$ cat src/rtl/nbit_cc_shift_ring.sv
// Purpose : registered counter-clockwise (toward LSB) rotator, out[i] = in[(i + s) mod W_DATA].
// Latency : 1 cycle from input sample to bitline_out/bitline_valid.
// Backpressure: none; inputs are sampled on every rising clk edge.
//
// Ports:
//   clk           - single clock, rising edge
//   rst           - asynchronous, active-high reset (clears outputs immediately)
//   bitline_in    - W_DATA-bit data to rotate
//   shift_value   - W_SHIFT-bit unsigned rotate amount
//   bitline_out   - registered rotated data (0 when the shift is out of range)
//   bitline_valid - registered flag, bitline_out holds a legal rotation
//
// Optional feature: define NBIT_CC_SHIFT_RING_SHIFT_MODULO_EN to reduce
// shift_value >= W_DATA modulo W_DATA instead of flagging it invalid.
// Ports and latency are identical in both builds.

module nbit_cc_shift_ring #(
    parameter  int W_DATA  = 5,
    localparam int W_SHIFT = $clog2(W_DATA)
) (
    input  logic               clk,
    input  logic               rst,
    input  logic [W_DATA-1:0]  bitline_in,
    input  logic [W_SHIFT-1:0] shift_value,
    output logic [W_DATA-1:0]  bitline_out,
    output logic               bitline_valid
);

    logic [31:0]        w_shift_ext;
    logic [W_SHIFT-1:0] w_shift_eff;
    logic               w_in_range;

    assign w_shift_ext = 32'(shift_value);

`ifdef NBIT_CC_SHIFT_RING_SHIFT_MODULO_EN
    // Fold any amount back into 0..W_DATA-1; the result always fits W_SHIFT bits.
    assign w_shift_eff = W_SHIFT'(w_shift_ext % 32'(W_DATA));
    assign w_in_range  = 1'b1;
`else
    // Amounts >= W_DATA are only reachable for non-power-of-2 widths.
    assign w_shift_eff = shift_value;
    assign w_in_range  = (w_shift_ext < 32'(W_DATA));
`endif

    // Log2 barrel: stage k rotates toward the LSB by 2^k when shift bit k is set.
    // 2^k < W_DATA for every stage, so each stage is a plain slice of the
    // doubled vector.
    logic [W_DATA-1:0] w_stage [0:W_SHIFT];

    assign w_stage[0] = bitline_in;

    for (genvar k = 0; k < W_SHIFT; k++) begin : g_stage
        localparam int ROT = 1 << k;
        logic [2*W_DATA-1:0] w_dbl;
        assign w_dbl          = {w_stage[k], w_stage[k]};
        assign w_stage[k + 1] = w_shift_eff[k] ? w_dbl[ROT +: W_DATA] : w_stage[k];
    end

    logic [W_DATA-1:0] r_out;
    logic              r_valid;

    always_ff @(posedge clk or posedge rst) begin
        if (rst) begin
            r_out   <= '0;
            r_valid <= 1'b0;
        end else begin
            r_out   <= w_in_range ? w_stage[W_SHIFT] : '0;
            r_valid <= w_in_range;
        end
    end

    assign bitline_out   = r_out;
    assign bitline_valid = r_valid;

endmodule

$ cat config.mk
export PLATFORM = sky130hd
export DESIGN_NAME = nbit_cc_shift_ring
export DESIGN_NICKNAME = d
export VERILOG_FILES = /design/src/rtl/nbit_cc_shift_ring.sv
export SDC_FILE = /design/constraint.sdc
export NUM_CORES = 1
export LEC_CHECK = 0
export CAP_MARGIN = 20
export CORE_AREA = 10 10 47 49
export CTS_CLUSTER_SIZE = 40
export DETAILED_ROUTE_END_ITERATION = 10
export DIE_AREA = 0 0 57 59
export DONT_BUFFER_PORTS = 1
export RECOVER_POWER = 100
export SYNTH_ARGS = -nofsm -noshare
export SYNTH_HDL_FRONTEND = slang
export SYNTH_SLANG_ARGS = --single-unit
$ cat constraint.sdc
create_clock -name clk -period 0.8 [get_ports clk]
set_clock_uncertainty 0.1 [all_clocks]
set_input_delay 0.16 -clock clk [delete_from_list [all_inputs] [get_ports clk]]
set_output_delay 0.16 -clock clk [all_outputs]
set_load 0.1 [all_outputs]
==> summary.txt <==
Drt initial violations -> 9
Crit Path Class -> flop to primary output
Net Count, Synth -> 41
Lkg Pwr -> 0.000174 µW
Yosys top cell area share -> 46.0%
Crit path DAT -> 0.85 ns
Wire length of the first global-routing pass -> 1.25 mm
Clock net sink count -> 6
Ys Warns -> 0
Post-synthesis sequential area ratio -> 46.0%
Final Routed Wirelength -> 806 µm
CTS root buf -> clkbuf_4
Layout cell share with drive strength beyond 1 -> 27.8%
Area growth syn-to-layout -> 29.5%
Minimum clock period -> 1.11 ns
Slew headroom -> 80.2%
Drt pass-1 iters -> 4
Largest net degree at the start of global routing -> 12
Number of global-route vias before repair -> 279
Status -> finished, violations left
RSZ-0062 raised after global routing -> yes
Total power -> 935 µW
Via count -> 264
MaxCap Viol Count -> 0
Worst endpoint required time -> 0.54 ns
Worst Setup End Kind -> primary output
Tightest Pin Transition -> 0.298 ns
I/O Buffers -> 0
Horiz. Die Dim -> 57 µm
Top post-synthesis cells by area -> dfrtp_1 (46%), mux2i_1 (15%), a22oi_1 (11%)
CTS Buf Count -> 3
Max clock buf depth -> 2
Crit path depth -> 0
WHS -> -0.0942 ns
Drt wl/cell -> 15.5 µm
Max-slew violations -> 0
Core ar. -> 1400 µm²
Grt ovf -> 0
Design Area, Final -> 423 µm²
DRC Markers -> 0
# fillers -> 158
Mapped Area -> 327 µm²
Switching Fraction -> 37.7%
Final hold viol count -> 6
Hold_buf cts -> 3
Min-Delay Path Class -> input pin to flop
Placed inst area -> 375 µm²
Synth unique cells -> 10
Post-Syn Instances -> 31
H-tree depth -> 1
Setup WS post-layout -> -0.310 ns
TritonCTS clock tree -> built
Initial antenna violation count -> 0
GPL Wtd Cong -> 0.707
Violated checks -> hold timing, setup timing
Max rail drop VDD -> 0.492 mV
Final nets -> 48
Die ar. -> 3360 µm²
PwrDens -> 2210 nW/µm²
Via/cell ratio -> 5.08
Combinational Power Share -> 15.0%
Max frequency -> 901 MHz
Setup violations, final -> 6
Post-CTS Setup Bufs -> 0
Final worst path period share -> 139%
GRT Total Usage -> 5.12%
Rows -> 14
Count of state elements after synthesis -> 6
Mean area per synthesized cell -> 10.5 µm²
Critical-path maximum fanout -> 1
Synth area leader -> dfrtp_1
Nature of the critical path startpoint -> flop
Pint -> 583 µW
Sw Pwr -> 353 µW
Io pins -> 16
Antenna-violating nets left -> 0
Die height -> 59 µm
Hold-critical path depth -> 1
Seq pwr share -> 56.6%
Initial Util -> 23.3%
Clock-pin slew on the worst setup and hold paths -> 0.04 ns
Clock share of power -> 28.4%
N_diodes -> 0
worst paths after layout:
| check | start | endpoint |
|---|---|---|
| setup / recovery | bitline_valid | bitline_valid |
| max in group asynchronous | rst | bitline_out[4] |
| hold / removal | shift_value[0] | bitline_valid |
| min in group asynchronous | rst | bitline_out[2] |
cells in the final DEF, fill, tap and decap left out, drive strengths merged:
master | Yosys | final
a21oi | 5 | 5
a22oi | 5 | 5
and2b | 1 | 1
buf | 1 | 1
clkbuf | 1 | 3
dfrtp | 6 | 6
dlygate4sd3 | 0 | 3
inv | 1 | 1
mux2i | 5 | 5
o21ai | 1 | 1
or2 | 5 | 5
synthesized netlist by cell type, drive strengths merged:
library cell / instances
clkbuf: 1
or2: 5
dfrtp: 6
buf: 1
a22oi: 5
a21oi: 5
inv: 1
and2b: 1
o21ai: 1
mux2i: 5
stage by stage:
step	setup TNS, ns	util (%)	std cells	setup WS, ns
2_1_floorplan	-0.981	-	31	-0.124
3_3_place_gp	-0.596	26.8	46	-0.0884
3_5_place_dp	-0.555	26.8	46	-0.0579
4_1_cts	-1.90	30.5	52	-0.327
5_1_grt	-2.01	30.2	52	-0.346
6_report	-1.81	30.2	52	-0.310
power by group through the flow:
stage | Combinational (µW) | Sequential (µW) | Clock [µW]
global route | 151 | 534 | 315
CTS | 143 | 532 | 286
finish | 140 | 530 | 265
detailed placement | 131 | 537 | 0
global placement | 132 | 536 | 0
floorplan | 80.8 | 565 | 0
repair_timing:
action,in CTS,in global routing
resized for setup,0,1
cloned,0,0
endpoints found under the setup margin,6,7
endpoints found under the hold margin,12,6
area by class of cell:
| type | count | area, µm² | area share (%) |
|---|---|---|---|
| clock buffers | 3 | 22.5 | 5.33 |
| inverters | 1 | 3.75 | 0.888 |
| multi-input cells | 22 | 156 | 37.0 |
| flip-flops and latches | 6 | 170 | 40.2 |
| well taps | 16 | 20.0 | 4.73 |
| repair buffers | 4 | 50.0 | 11.8 |
cells by family after synthesis:
family / count (synthesis) / share of synthesized area (%)
and+or+nand+nor: 6 / 12.3
muxes: 5 / 15.3
buffers and inverters: 3 / 5.74
AOI/OAI and AO/OA: 11 / 20.7
DFF: 6 / 46.0
sequential cells by signal, indices dropped and copies added, names as in the netlist:
register       flops
bitline_valid      1
bitline_out        5
per-layer routing:
layer | global-route usage, % | vias to the layer above | routed length, µm
met5 | 0 | - | 0
met4 | 7.05 | 0 | 24
met3 | 3.86 | 2 | 156
met2 | 5.27 | 25 | 282
met1 | 5.40 | 116 | 342
li1 | - | 121 | -
(Power assumes the default switching activity.)
